--- src/rtl/storage_pkg.sv ---
// Shared types for the storage ring address generator.
// Write/read FSM states and a ring slot-decrement helper.
package storage_pkg;

  typedef enum logic {
    W_IDLE,
    W_RUN
  } wr_state_e;

  typedef enum logic [1:0] {
    R_IDLE,
    R_CALC,
    R_RUN
  } rd_state_e;

  // (slot - lag) mod slots, for 0 <= slot < slots and 0 < lag < slots
  function automatic int slot_dec(
    input int slot,
    input int lag,
    input int slots
  );
    return (slot >= lag) ? slot - lag : slot + slots - lag;
  endfunction

endpackage

--- src/rtl/storage_base_calc.sv ---
// Iterative slot*step accumulator: one add per cycle, no multiplier.
// Ports: clr aborts, start loads count/step, done holds base valid.
module storage_base_calc #(
  parameter int ADDR_W = 15,
  parameter int PT_W   = 11,
  parameter int SLOT_W = 4
) (
  input  logic              clk,
  input  logic              rst,
  input  logic              clr,
  input  logic              start,
  input  logic [SLOT_W-1:0] count,
  input  logic [PT_W-1:0]   step,
  output logic              done,
  output logic [ADDR_W-1:0] base
);

  logic              busy_q, busy_d;
  logic [SLOT_W-1:0] left_q, left_d;
  logic [PT_W-1:0]   step_q, step_d;
  logic [ADDR_W-1:0] acc_q, acc_d;

  assign done = busy_q && (left_q == '0);
  assign base = acc_q;

  always_comb begin
    busy_d = busy_q;
    left_d = left_q;
    step_d = step_q;
    acc_d  = acc_q;
    if (clr) begin
      busy_d = 1'b0;
      left_d = '0;
      acc_d  = '0;
    end else if (start) begin
      busy_d = 1'b1;
      left_d = count;
      step_d = step;
      acc_d  = '0;
    end else if (busy_q) begin
      if (left_q == '0) begin
        busy_d = 1'b0;
      end else begin
        acc_d  = acc_q + ADDR_W'(step_q);
        left_d = left_q - SLOT_W'(1);
      end
    end
  end

  always_ff @(posedge clk or posedge rst) begin
    if (rst) begin
      busy_q <= 1'b0;
      left_q <= '0;
      step_q <= '0;
      acc_q  <= '0;
    end else begin
      busy_q <= busy_d;
      left_q <= left_d;
      step_q <= step_d;
      acc_q  <= acc_d;
    end
  end

endmodule

--- src/rtl/storage_ring_addr.sv ---
// Ring-of-frames address generator for the accumulated-sum RAM.
// Write side: wr_start/wr_valid -> wren/wr_address/wr_done, cfg_err.
// Read side: rd_start/rd_lag/rd_req -> rd_address/rd_addr_valid,
// rd_busy/rd_done/rd_err. Status: slot_idx, slots_filled. flush clears.
module storage_ring_addr
  import storage_pkg::*;
#(
  parameter int SLOTS  = 10,
  parameter int ADDR_W = 15,
  parameter int PT_W   = 11,
  localparam int SLOT_W = $clog2(SLOTS)
) (
  input  logic              clk,
  input  logic              rst,
  input  logic [PT_W-1:0]   points,
  input  logic              flush,
  input  logic              wr_start,
  input  logic              wr_valid,
  output logic              wren,
  output logic [ADDR_W-1:0] wr_address,
  output logic              wr_done,
  input  logic              rd_start,
  input  logic [SLOT_W-1:0] rd_lag,
  input  logic              rd_req,
  output logic [ADDR_W-1:0] rd_address,
  output logic              rd_addr_valid,
  output logic              rd_busy,
  output logic              rd_done,
  output logic              rd_err,
  output logic              cfg_err,
  output logic [SLOT_W-1:0] slot_idx,
  output logic [SLOT_W:0]   slots_filled
);

  localparam int PW = PT_W + SLOT_W + 1;
  localparam int CW = (PW > ADDR_W + 1) ? PW : ADDR_W + 1;
  localparam logic [CW-1:0] CFG_LIM = CW'(1) << ADDR_W;
  localparam logic [SLOT_W:0] FULL = (SLOT_W+1)'(SLOTS);
  localparam logic [SLOT_W-1:0] LAST = SLOT_W'(SLOTS - 1);

  wr_state_e         wr_state_q, wr_state_d;
  logic [SLOT_W-1:0] wr_slot_q, wr_slot_d;
  logic [ADDR_W-1:0] wr_base_q, wr_base_d;
  logic [SLOT_W:0]   filled_q, filled_d;
  logic [PT_W-1:0]   pts_q, pts_d;
  logic [PT_W-1:0]   wr_cnt_q, wr_cnt_d;
  logic              wren_q, wren_d;
  logic [ADDR_W-1:0] wr_addr_q, wr_addr_d;
  logic              wr_done_q, wr_done_d;
  logic              cfg_err_q, cfg_err_d;

  rd_state_e         rd_state_q, rd_state_d;
  logic [PT_W-1:0]   rd_pts_q, rd_pts_d;
  logic [PT_W-1:0]   rd_cnt_q, rd_cnt_d;
  logic [ADDR_W-1:0] rd_base_q, rd_base_d;
  logic [ADDR_W-1:0] rd_addr_q, rd_addr_d;
  logic              rd_vld_q, rd_vld_d;
  logic              rd_done_q, rd_done_d;
  logic              rd_err_q, rd_err_d;

  logic [PW-1:0]     cfg_prod;
  logic              cfg_ok;
  logic              rd_bad;
  logic              calc_start;
  logic              calc_done;
  logic [ADDR_W-1:0] calc_base;
  logic [SLOT_W-1:0] calc_count;

  assign cfg_prod = PW'(SLOTS) * PW'(points);
  assign cfg_ok = (points != '0) && (CW'(cfg_prod) <= CFG_LIM);

  assign rd_bad = (rd_lag == '0)
               || ({1'b0, rd_lag} >= FULL)
               || ({1'b0, rd_lag} > filled_q)
               || (pts_q == '0);

  assign calc_count = SLOT_W'(slot_dec(
    int'(wr_slot_q), int'(rd_lag), SLOTS));

  storage_base_calc #(
    .ADDR_W (ADDR_W),
    .PT_W   (PT_W),
    .SLOT_W (SLOT_W)
  ) u_base_calc (
    .clk   (clk),
    .rst   (rst),
    .clr   (flush),
    .start (calc_start),
    .count (calc_count),
    .step  (pts_q),
    .done  (calc_done),
    .base  (calc_base)
  );

  always_comb begin
    wr_state_d = wr_state_q;
    wr_slot_d  = wr_slot_q;
    wr_base_d  = wr_base_q;
    filled_d   = filled_q;
    pts_d      = pts_q;
    wr_cnt_d   = wr_cnt_q;
    wren_d     = 1'b0;
    wr_addr_d  = '0;
    wr_done_d  = 1'b0;
    cfg_err_d  = 1'b0;
    if (flush) begin
      wr_state_d = W_IDLE;
      wr_slot_d  = '0;
      wr_base_d  = '0;
      filled_d   = '0;
      wr_cnt_d   = '0;
    end else begin
      unique case (wr_state_q)
        W_IDLE: begin
          if (wr_start) begin
            if (cfg_ok) begin
              pts_d      = points;
              wr_cnt_d   = '0;
              wr_state_d = W_RUN;
            end else begin
              cfg_err_d = 1'b1;
            end
          end
        end
        W_RUN: begin
          if (wr_valid) begin
            wren_d    = 1'b1;
            wr_addr_d = wr_base_q + ADDR_W'(wr_cnt_q);
            wr_cnt_d  = wr_cnt_q + PT_W'(1);
            if (wr_cnt_q == pts_q - PT_W'(1)) begin
              wr_done_d  = 1'b1;
              wr_state_d = W_IDLE;
              if (wr_slot_q == LAST) begin
                wr_slot_d = '0;
                wr_base_d = '0;
              end else begin
                wr_slot_d = wr_slot_q + SLOT_W'(1);
                wr_base_d = wr_base_q + ADDR_W'(pts_q);
              end
              if (filled_q != FULL) begin
                filled_d = filled_q + (SLOT_W+1)'(1);
              end
            end
          end
        end
        default: wr_state_d = W_IDLE;
      endcase
    end
  end

  always_comb begin
    rd_state_d = rd_state_q;
    rd_pts_d   = rd_pts_q;
    rd_cnt_d   = rd_cnt_q;
    rd_base_d  = rd_base_q;
    rd_addr_d  = '0;
    rd_vld_d   = 1'b0;
    rd_done_d  = 1'b0;
    rd_err_d   = 1'b0;
    calc_start = 1'b0;
    if (flush) begin
      rd_state_d = R_IDLE;
      rd_cnt_d   = '0;
    end else begin
      unique case (rd_state_q)
        R_IDLE: begin
          if (rd_start) begin
            if (rd_bad) begin
              rd_err_d = 1'b1;
            end else begin
              calc_start = 1'b1;
              rd_pts_d   = pts_q;
              rd_cnt_d   = '0;
              rd_state_d = R_CALC;
            end
          end
        end
        R_CALC: begin
          if (calc_done) begin
            rd_base_d  = calc_base;
            rd_state_d = R_RUN;
          end
        end
        R_RUN: begin
          if (rd_req) begin
            rd_vld_d  = 1'b1;
            rd_addr_d = rd_base_q + ADDR_W'(rd_cnt_q);
            rd_cnt_d  = rd_cnt_q + PT_W'(1);
            if (rd_cnt_q == rd_pts_q - PT_W'(1)) begin
              rd_done_d  = 1'b1;
              rd_state_d = R_IDLE;
            end
          end
        end
        default: rd_state_d = R_IDLE;
      endcase
    end
  end

  always_ff @(posedge clk or posedge rst) begin
    if (rst) begin
      wr_state_q <= W_IDLE;
      wr_slot_q  <= '0;
      wr_base_q  <= '0;
      filled_q   <= '0;
      pts_q      <= '0;
      wr_cnt_q   <= '0;
      wren_q     <= 1'b0;
      wr_addr_q  <= '0;
      wr_done_q  <= 1'b0;
      cfg_err_q  <= 1'b0;
      rd_state_q <= R_IDLE;
      rd_pts_q   <= '0;
      rd_cnt_q   <= '0;
      rd_base_q  <= '0;
      rd_addr_q  <= '0;
      rd_vld_q   <= 1'b0;
      rd_done_q  <= 1'b0;
      rd_err_q   <= 1'b0;
    end else begin
      wr_state_q <= wr_state_d;
      wr_slot_q  <= wr_slot_d;
      wr_base_q  <= wr_base_d;
      filled_q   <= filled_d;
      pts_q      <= pts_d;
      wr_cnt_q   <= wr_cnt_d;
      wren_q     <= wren_d;
      wr_addr_q  <= wr_addr_d;
      wr_done_q  <= wr_done_d;
      cfg_err_q  <= cfg_err_d;
      rd_state_q <= rd_state_d;
      rd_pts_q   <= rd_pts_d;
      rd_cnt_q   <= rd_cnt_d;
      rd_base_q  <= rd_base_d;
      rd_addr_q  <= rd_addr_d;
      rd_vld_q   <= rd_vld_d;
      rd_done_q  <= rd_done_d;
      rd_err_q   <= rd_err_d;
    end
  end

  assign wren          = wren_q;
  assign wr_address    = wr_addr_q;
  assign wr_done       = wr_done_q;
  assign cfg_err       = cfg_err_q;
  assign rd_address    = rd_addr_q;
  assign rd_addr_valid = rd_vld_q;
  assign rd_done       = rd_done_q;
  assign rd_err        = rd_err_q;
  assign rd_busy       = (rd_state_q != R_IDLE);
  assign slot_idx      = wr_slot_q;
  assign slots_filled  = filled_q;

endmodule

--- config.mk ---
export PLATFORM = sky130hd
export DESIGN_NAME = storage_ring_addr
export DESIGN_NICKNAME = d
export VERILOG_FILES = /design/src/rtl/storage_pkg.sv /design/src/rtl/storage_base_calc.sv /design/src/rtl/storage_ring_addr.sv
export SDC_FILE = /design/constraint.sdc
export NUM_CORES = 1
export LEC_CHECK = 0
export CAP_MARGIN = 5
export CORE_MARGIN = 2
export CORE_UTILIZATION = 60
export DETAILED_ROUTE_END_ITERATION = 16
export PLACE_DENSITY = 0.86
export SYNTH_ARGS = -nofsm -noshare
export SYNTH_HDL_FRONTEND = slang
export SYNTH_SLANG_ARGS = --single-unit
--- constraint.sdc ---
create_clock -name clk -period 7.12 [get_ports clk]
set_clock_uncertainty 0.05 [all_clocks]
set_input_delay 2.136 -clock clk [delete_from_list [all_inputs] [get_ports clk]]
set_output_delay 2.136 -clock clk [all_outputs]
set_load 0.01 [all_outputs]
== After elaboration in Yosys (flattened, before gate mapping) ==
Cells that the tools add are included.

* Register bits: 153
* Input port bits: 22
* Output and inout port bits: 46
* Logic and storage cells: 169

* $add $sub $neg: 14
* Multiply operators: 1
* Magnitude comparators: 4
* Equal/unequal tests: 15
* Multiplexer cells: 83
* Bitwise logic cells: 3
* Reductions and logical operators: 27

{| class="wikitable"
|+ Operators with widths
! kind !! count
|-
| 15-bit two-way mux || 15
|-
| 11-bit two-way mux || 8
|-
| 15-bit by 11-bit adder with 15-bit output || 4
|-
| 11-bit case mux with 2 select lines || 2
|-
| 4-bit two-way mux || 10
|-
| 1-bit two-way mux || 35
|-
| 3-bit != test, second input constant || 9
|-
| 5-bit two-way mux || 5
|-
| 11-bit by 1-bit adder with 11-bit output, second input constant || 2
|-
| 11-bit == test || 2
|-
| 11-bit by 1-bit subtractor with 11-bit output, second input constant || 2
|-
| 15-bit by 16-bit less-or-equal comparator with 1-bit output, second input constant || 1
|-
| 4-bit AND reduction || 4
|-
| 3-bit by 11-bit multiplier with 14-bit output, first input constant || 1
|-
| 2-bit two-way mux || 6
|-
| 11-bit logical NOT || 1
|-
| 11-bit nonzero test || 1
|-
| 2-bit nonzero test || 5
|-
| 3-bit AND reduction || 3
|-
| 4-bit logical NOT || 2
|-
| 4-bit subtractor || 2
|-
| 2-bit case mux with 3 select lines || 1
|-
| 3-bit nonzero test || 2
|-
| 5-bit by 1-bit adder with 5-bit output, second input constant || 1
|-
| 17 further kinds || 23
|}

== Depth between registers and ports, before layout ==
Gate-level depths: netlist of the first run.

* Depth in word-level cells: 10
* Mapped depth: 11

== By module ==
Synthesis of the first run repeated with hierarchy kept, for this count alone.

* Cells, all modules: 965
* Area, all modules: 9317.7 um^2

{| class="wikitable"
|+ By module, submodules not included
! module !! instances !! cells an instance !! area an instance (um^2) !! sequential area each (um^2)
|-
| storage_ring_addr || 1 || 780 || 7458.4 || 3052.9
|-
| storage_base_calc || 1 || 185 || 1859.3 || 775.7
|}

== Worst setup path after synthesis of the first run ==
Ideal clock, no wire load.

* Kind: input-to-reg
* Start point: input port rd_lag[1]
* End point: register rd_cnt_q[10]
* Setup time: 0.132 ns
* Arrival time: 4.024 ns
* Data required time: 6.938 ns
* Slack: 2.914 ns
* Cell stages on the path: 9
* Cell sequence: ha_1 -> nor2b_1 -> o211ai_1 -> a21oi_1 -> o31ai_1 -> clkbuf_1 -> clkbuf_1 -> buf_1 -> nor2_1

* Cells in the longest elaborated chain, start to end: 6
* Elaborated cells between the ends (all ways): 8
* Those cells by class: order compare: 2; eq/ne: 1; reduce/logical: 5

{| class="wikitable"
|+ Ends and longest elaborated chain
! element !! RTL line !! source
|-
| start, declared || storage_ring_addr.sv:23 || <nowiki>input logic [SLOT_W-1:0] rd_lag,</nowiki>
|-
| 4-bit >= comparator / 4-bit logical NOT (equally long branches) || storage_ring_addr.sv:73, storage_ring_addr.sv:72 ||
|-
| 1-bit logical OR || storage_ring_addr.sv:73 || <nowiki>|| ({1'b0, rd_lag} >= FULL)</nowiki>
|-
| 1-bit logical OR (*) || storage_ring_addr.sv:74 || <nowiki>|| ({1'b0, rd_lag} > filled_q)</nowiki>
|-
| 1-bit logical OR (*) || storage_ring_addr.sv:75 || <nowiki>|| (pts_q == '0);</nowiki>
|-
| 3-bit != test (no source line) (*) || n/a ||
|-
| 4-bit AND reduction (no source line) (*) || n/a ||
|-
| end signal, assigned || storage_ring_addr.sv:233 || <nowiki>rd_cnt_q <= rd_cnt_d;</nowiki>
|-
| end, declared || storage_ring_addr.sv:54 || <nowiki>logic [PT_W-1:0] rd_cnt_q, rd_cnt_d;</nowiki>
|}

Mark *: on every way between the ends. The rest lies on a longest branch, timed or not.
A chain may end at the register's enable or synchronous reset.

== Final worst setup path of the first run ==
* Start point: input port wr_valid
* End point: register wr_base_q[3]

* Cells in the longest elaborated chain, start to end: 2

{| class="wikitable"
|+ Ends and longest elaborated chain
! element !! RTL line !! source
|-
| start, declared || storage_ring_addr.sv:18 || <nowiki>input logic wr_valid,</nowiki>
|-
| 2-bit nonzero test (no source line) || n/a ||
|-
| 3-bit AND reduction (no source line) || n/a ||
|-
| end signal, assigned || storage_ring_addr.sv:223 || <nowiki>wr_base_q <= wr_base_d;</nowiki>
|-
| end, declared || storage_ring_addr.sv:43 || <nowiki>logic [ADDR_W-1:0] wr_base_q, wr_base_d;</nowiki>
|}

No other way between the ends.

==> summary.txt, run 1 <==
===============================================================================
Number of clock buffers inserted by TritonCTS                                17
Pwr dens                                                            250 nW/um^2
Effective utilization at floorplan                                        0.613
Worst-case hold slack                                                    459 ps
Antenna violations before repair                                              0
Fraction of final layout cells sized beyond drive strength 1             0.0836
CTS sink count                                                              153
Starting DRC count in detailed routing                                      642
Most common cell after layout, fill and taps aside                 sky130_fd_sc_hd__dfrtp_1
Worst IR Drop VDD                                                    0.000192 V
Synth async-reset ratio                                                    1.00
Clk pin slew, worst setup/hold paths                                      70 ps
Required time of the critical path                                      7380 ps
Root Buffer                                                        sky130_fd_sc_hd__clkbuf_16
Routed length on met3                                                   1.35 mm
Via count of the first global-routing pass                                 7700
Clock network latency to the later pin of the worst-skew pair            430 ps
Max-slew headroom                                                         0.331
Kind of path behind the tightest hold check                        flip-flop to flip-flop
Area added between synthesis and finish                                   15.4%
Outcome                                                            complete, no violations
Worst setup margin                                                      2400 ps
Mapped Nets                                                                1087
Area share of the leading cell type in the synthesized netlist            0.411
Static leakage                                                          4.97 nW
Ys flop type                                                       sky130_fd_sc_hd__dfrtp_1
CP cell instances                                                  clkdlybuf4s50_1 -> nand2_1 -> nor3_1 -> nand3_1 -> a211oi_2 -> nand3_1 -> nand2_1 -> mux2_2
Number of max-slew violations in the final report                             0
Startpoint class of the critical path                              primary input
Unique cell type count in the Yosys netlist                                  66
Power consumption                                                       2.68 mW
Final design instance area without fill                              10700 um^2
Count of vias placed by the detailed router                                7827
Aggregate routed wire length                                            22.7 mm
Total of buffers placed on input and output ports                            67
Vias/cell                                                                  6.25
FF+latch count, synth                                                       153
Core Footprint                                                       15200 um^2
Leading area contributor after synthesis                           sky130_fd_sc_hd__dfrtp_1
Type of the worst setup path                                       primary input to flip-flop
Filler Cell Count                                                          1071
Longest Clk Path Bufs                                                         2
Highest metal layer with signal wires                                      met4
Final cell utilization of the core                                        0.707
CTS tree                                                                    yes
Worst path bufs/invs                                                          1
Die ar.                                                              16500 um^2
Capturing element type of the critical path                           flip-flop
Mapped cell area                                                      9310 um^2
F_max                                                                   212 MHz
Count of maximum capacitance violations                                       0
First-pass GRT wire length                                              37.2 mm
Critical path data arrival time                                         4980 ps
Slowest cell on the critical path                                  sky130_fd_sc_hd__nand3_1
Critical path's top delay family                                   simple AND/OR/NAND/NOR gates
Pre-CTS setup slack                                                     2010 ps
Final weighted congestion of routability-driven global placement          0.895
Number of standard cells in the layout, taps in and fillers out            1252
Post-layout nets                                                           1145
Routed wire length per instance                                         18.1 um
Period Utilization, post-route                                            0.663
Sequential area share after synthesis                                     0.411
Inserted Diodes                                                               0
Drt drc                                                                       0
Maximum number of pins on one net before global-route repair                113
Routed length on met2                                                   11.3 mm
Worst Max-Slew Pin Slew                                                 1000 ps
Cells after synthesis                                                       993
Row count                                                                    45
Post-route ant nets                                                           0
Setup TNS                                                                  0 ps
Largest cells by area after synthesis                              sky130_fd_sc_hd__dfrtp_1 41%, sky130_fd_sc_hd__ha_1 8.7%, sky130_fd_sc_hd__nand2_1 4.2%
GRT Resource Usage Total                                                  0.284
Gates resized, CTS repair                                                     0
Unrepaired setup endpoints after global routing                           false
Synthesized area per cell                                             9.38 um^2
Final setup violation count                                                   0
Worst-path maximum fanout                                                    29
Vertical extent of the die                                               129 um
Routed metal-1 wirelength                                               9.61 mm
Max stage delay on crit path                                             710 ps
Number of setup buffers added after CTS                                       0
Post-placement cell count                                                  1220
Total global routing overflow                                                 0
Final Hold Viols                                                              0
DRT Pass-1 Iters                                                              5
HPWL Detailed                                                           15.8 mm
Number of synthesized flops with an enable pin                                0
Time the worst path needs with I/O delays and setup                     4720 ps
H-tree depth reported by CTS                                                  4
Count of hold buffers inserted by post-cts repair                             0
Number of top-level pins                                                     68
Commonest cells after routing, fill and taps aside                 153 x sky130_fd_sc_hd__dfrtp_1, 105 x sky130_fd_sc_hd__nand2_1, 97 x sky130_fd_sc_hd__nor2_1
Yosys warning total                                                           0
Area post-placement                                                  10200 um^2
Horizontal die dimension                                                 129 um
===============================================================================
worst register-to-register path, stage by stage, from the launching register on:
cell	delay [ps]
sky130_fd_sc_hd__dfrtp_1	510
sky130_fd_sc_hd__inv_1	160
sky130_fd_sc_hd__ha_1	230
sky130_fd_sc_hd__or3b_2	480
sky130_fd_sc_hd__o21ai_0	230
sky130_fd_sc_hd__a21oi_1	120
sky130_fd_sc_hd__o31ai_2	770
sky130_fd_sc_hd__nand3_1	960
sky130_fd_sc_hd__nand2_1	560
sky130_fd_sc_hd__mux2_2	390
registers in the layout (all words and copies together), names as in the netlist, 5 cells and up:
signal	flops
wr_cnt_q	11
pts_q	11
wr_base_q	15
rd_address	15
rd_pts_q	11
u_base_calc.step_q	11
rd_cnt_q	11
wr_address	15
rd_base_q	15
slots_filled	5
u_base_calc.base	15
metal layers:
metal,global-route usage,vias up
li1,-,3661
met1,0.365,3833
met2,0.488,288
met3,0.0499,45
met4,0.0965,0
met5,0,-
path summary, 6_finish.rpt:
| path | start | end | slack [ps] | cells after the start |
|---|---|---|---|---|
| max | wr_valid | wr_base_q[3] | 2400 | 8 |
| min | u_base_calc.step_q[9] | u_base_calc.step_q[9] | 460 | 2 |
| max reg2reg | pts_q[1] | wr_base_q[3] | 2560 | 9 |
| min reg2reg | u_base_calc.step_q[9] | u_base_calc.step_q[9] | 460 | 2 |
| max in group asynchronous | rst | wr_cnt_q[3] | 3700 | 3 |
| min in group asynchronous | rst | rd_err | 2230 | 2 |
logic make-up (layout without fill, tap and decap cells):
group | count (synthesis) | in the layout | synth area share
mux | 29 | 29 | 0.0347
fa+ha+maj | 72 | 72 | 0.102
flops | 153 | 153 | 0.411
simple gates | 365 | 365 | 0.189
xor+xnor | 86 | 86 | 0.0809
buf+inv | 74 | 145 | 0.0320
compound gates | 214 | 214 | 0.150
cells in the mapped netlist, types with 11 or more instances:
master,count
sky130_fd_sc_hd__a21o_1,18
sky130_fd_sc_hd__a21oi_1,58
sky130_fd_sc_hd__and3_1,15
sky130_fd_sc_hd__clkbuf_1,30
sky130_fd_sc_hd__dfrtp_1,153
sky130_fd_sc_hd__ha_1,65
sky130_fd_sc_hd__inv_1,37
sky130_fd_sc_hd__mux2_2,26
sky130_fd_sc_hd__nand2_1,105
sky130_fd_sc_hd__nand3_1,29
sky130_fd_sc_hd__nand4_1,19
sky130_fd_sc_hd__nor2_1,97
sky130_fd_sc_hd__nor3_1,34
sky130_fd_sc_hd__o21ai_0,52
sky130_fd_sc_hd__or3_1,11
sky130_fd_sc_hd__xnor2_1,43
sky130_fd_sc_hd__xor2_1,43
layout make-up:
| cell class | count | area [um^2] | share of cell area |
|---|---|---|---|
| well taps | 188 | 235 | 0.0219 |
| clock inverters | 14 | 164 | 0.0153 |
| repair buffers | 75 | 731 | 0.0680 |
| multi-input cells | 766 | 5210 | 0.485 |
| flip-flops and latches | 153 | 3830 | 0.356 |
| clock buffers | 18 | 429 | 0.0399 |
| inverters | 38 | 148 | 0.0137 |
power breakdown:
part / internal, mW / switching [mW] / total [mW]
Sequential: 0.962 / 0.127 / 1.09
Combinational: 0.283 / 0.385 / 0.667
Clock: 0.526 / 0.400 / 0.926
Total: 1.77 / 0.912 / 2.68
(Power assumes the default switching activity.)
==> inputs of run 2 (changes only) <==
--- a/config.mk
+++ b/config.mk
@@ -7,9 +7,9 @@
 export LEC_CHECK = 0
 export CAP_MARGIN = 5
 export CORE_MARGIN = 2
-export CORE_UTILIZATION = 60
+export CORE_UTILIZATION = 54
 export DETAILED_ROUTE_END_ITERATION = 16
-export PLACE_DENSITY = 0.86
+export PLACE_DENSITY = 0.82
 export SYNTH_ARGS = -nofsm -noshare
 export SYNTH_HDL_FRONTEND = slang
 export SYNTH_SLANG_ARGS = --single-unit
==> constraint.sdc (replaced) <==
create_clock -name clk -period 4.3 [get_ports clk]
set_clock_uncertainty 0.05 [all_clocks]
set_input_delay 1.29 -clock clk [delete_from_list [all_inputs] [get_ports clk]]
set_output_delay 1.29 -clock clk [all_outputs]
set_load 0.01 [all_outputs]
==> summary.txt, run 2 (synthesis gave the netlist of run 1 again) <==
===============================================================================
Outcome                                                            complete, no violations
Effective utilization at floorplan                                        0.546
Filler Cell Count                                                          1406
Max stage delay on crit path                                             670 ps
Maximum number of pins on one net before global-route repair                 45
Worst reg2reg path startpoint                                          pts_q[1]
Gates resized, CTS repair                                                     0
Routed metal-1 wirelength                                               9.68 mm
H-tree depth reported by CTS                                                  4
Unrepaired setup endpoints after global routing                           false
Routed length on met2                                                   10.5 mm
Time the worst path needs with I/O delays and setup                     3410 ps
Worst-path maximum fanout                                                     5
Hold-critical path depth                                                      2
Slowest cell on the critical path                                  sky130_fd_sc_hd__or4b_2
Root Buffer                                                        sky130_fd_sc_hd__clkbuf_16
Cells on worst reg2reg path                                                  10
Final Hold Viols                                                              0
Inserted Diodes                                                               0
Vias/cell                                                                  5.89
Routed wire length per instance                                         16.9 um
Fraction of final layout cells sized beyond drive strength 1             0.0931
CTS tree                                                                    yes
Required time of the critical path                                      4560 ps
Clk pin slew, worst setup/hold paths                                      60 ps
Starting DRC count in detailed routing                                      497
Critical Path Most Common Cell                                     sky130_fd_sc_hd__a21oi_1
Area post-placement                                                  10300 um^2
Timing startpoint of the critical path                                rd_lag[1]
Worst reg2reg endpoint                                             wr_base_q[3]
Die ar.                                                              18300 um^2
Worst hold endpoint                                                u_base_calc.step_q[2]
Final setup violation count                                                   0
Critical path's top delay family                                   simple AND/OR/NAND/NOR gates
Count of vias placed by the detailed router                                7649
Beginning of the worst hold path                                   u_base_calc.step_q[2]
First-pass GRT wire length                                              36.6 mm
Commonest cells after routing, fill and taps aside                 153 x sky130_fd_sc_hd__dfrtp_1, 105 x sky130_fd_sc_hd__nand2_1, 97 x sky130_fd_sc_hd__nor2_1
Worst path bufs/invs                                                          1
Aggregate routed wire length                                            22.0 mm
GRT Resource Usage Total                                                  0.254
Kind of path behind the tightest hold check                        flip-flop to flip-flop
Post-route ant nets                                                           0
Static leakage                                                          5.01 nW
Most common cell after layout, fill and taps aside                 sky130_fd_sc_hd__dfrtp_1
F_max                                                                   293 MHz
Count of hold buffers inserted by post-cts repair                             0
Clock network latency to the later pin of the worst-skew pair            430 ps
Total global routing overflow                                                 0
Setup TNS                                                                  0 ps
Vertical extent of the die                                               135 um
Number of max-slew violations in the final report                             0
HPWL Detailed                                                           16.2 mm
Worst IR Drop VDD                                                    0.000331 V
Number of clock buffers inserted by TritonCTS                                17
Area added between synthesis and finish                                   16.7%
Highest metal layer with signal wires                                      met4
Capturing element type of the critical path                           flip-flop
Horizontal die dimension                                                 135 um
Via count of the first global-routing pass                                 7460
Worst Max-Slew Pin Slew                                                  857 ps
Routed length on met3                                                    994 um
Max-slew headroom                                                         0.427
Period Utilization, post-route                                            0.793
Post-layout nets                                                           1155
Total of buffers placed on input and output ports                            67
CP cell instances                                                  clkdlybuf4s50_1 -> ha_1 -> nor2b_1 -> o211ai_1 -> a21oi_1 -> or4b_2 -> a21o_1 -> a21oi_1 -> nor2_1
CTS sink count                                                              153
Count of maximum capacitance violations                                       0
Final weighted congestion of routability-driven global placement          0.925
DRT Pass-1 Iters                                                              5
Number of top-level pins                                                     68
Antenna violations before repair                                              0
Pwr dens                                                            395 nW/um^2
Type of the worst setup path                                       primary input to flip-flop
Final design instance area without fill                              10900 um^2
Row count                                                                    48
Critical path data arrival time                                         3670 ps
Number of setup buffers added after CTS                                       0
Drt drc                                                                       0
Setup slack on the worst flop-to-flop path                              1050 ps
Longest Clk Path Bufs                                                         2
Core Footprint                                                       17100 um^2
Startpoint class of the critical path                              primary input
===============================================================================
[run 2: changes by cell type in the layout (fill, tap and decap cells not counted), sizes merged]
cell / before / now
clkinvlp: 2 / 4
buf: 8 / 18
clkbuf: 18 / 20
inv: 43 / 38
bufinv: 2 / 0
clkinv: 5 / 8
[run 2: per-layer routing]
layer | up-vias | track usage
met2 | 214 | 0.431
li1 | 3686 | -
met3 | 62 | 0.0456
met4 | 0 | 0.113
met5 | - | 0
met1 | 3687 | 0.318
[run 2: final cells by class]
type,instances,area [um^2],share of cell area
clock inverters,12,93.8,0.00863
multi-input cells,766,5210,0.479
well taps,225,282,0.0259
repair buffers,85,843,0.0776
inverters,38,146,0.0135
flip-flops and latches,153,3830,0.352
clock buffers,20,467,0.0429
[run 2: how the worst max path moves through the flow]
stage	to	slack, ps	depth (start not counted)
finish	rd_cnt_q[0]	890	9
floorplan	rd_cnt_q[10]	940	9
detailed placement	rd_cnt_q[8]	450	9
global placement	rd_cnt_q[0]	450	9
global route	wr_base_q[14]	690	8
CTS	rd_cnt_q[0]	900	9
[run 2: power by group]
group | internal, mW | switching, mW
logic | 0.477 | 0.612
clock network | 0.789 | 0.617
registers | 1.59 | 0.209
total | 2.86 | 1.44
[run 2: metrics by stage]
step	instances	setup slack [ps]	util	power (mW)	hold WS, ps
after floorplan	993	940	-	2.61	400
after global placement	1267	445	0.605	2.86	424
after detailed placement	1267	453	0.605	2.89	427
after CTS	1299	898	0.637	4.31	443
after global routing	1299	690	0.637	4.53	482
final	1299	890	0.637	4.30	442
[run 2: worst min-delay path, stage by stage, from the launching register on]
cell and delay, ps:
sky130_fd_sc_hd__dfrtp_1 350, sky130_fd_sc_hd__nand2_1 50, sky130_fd_sc_hd__nand2_1 50
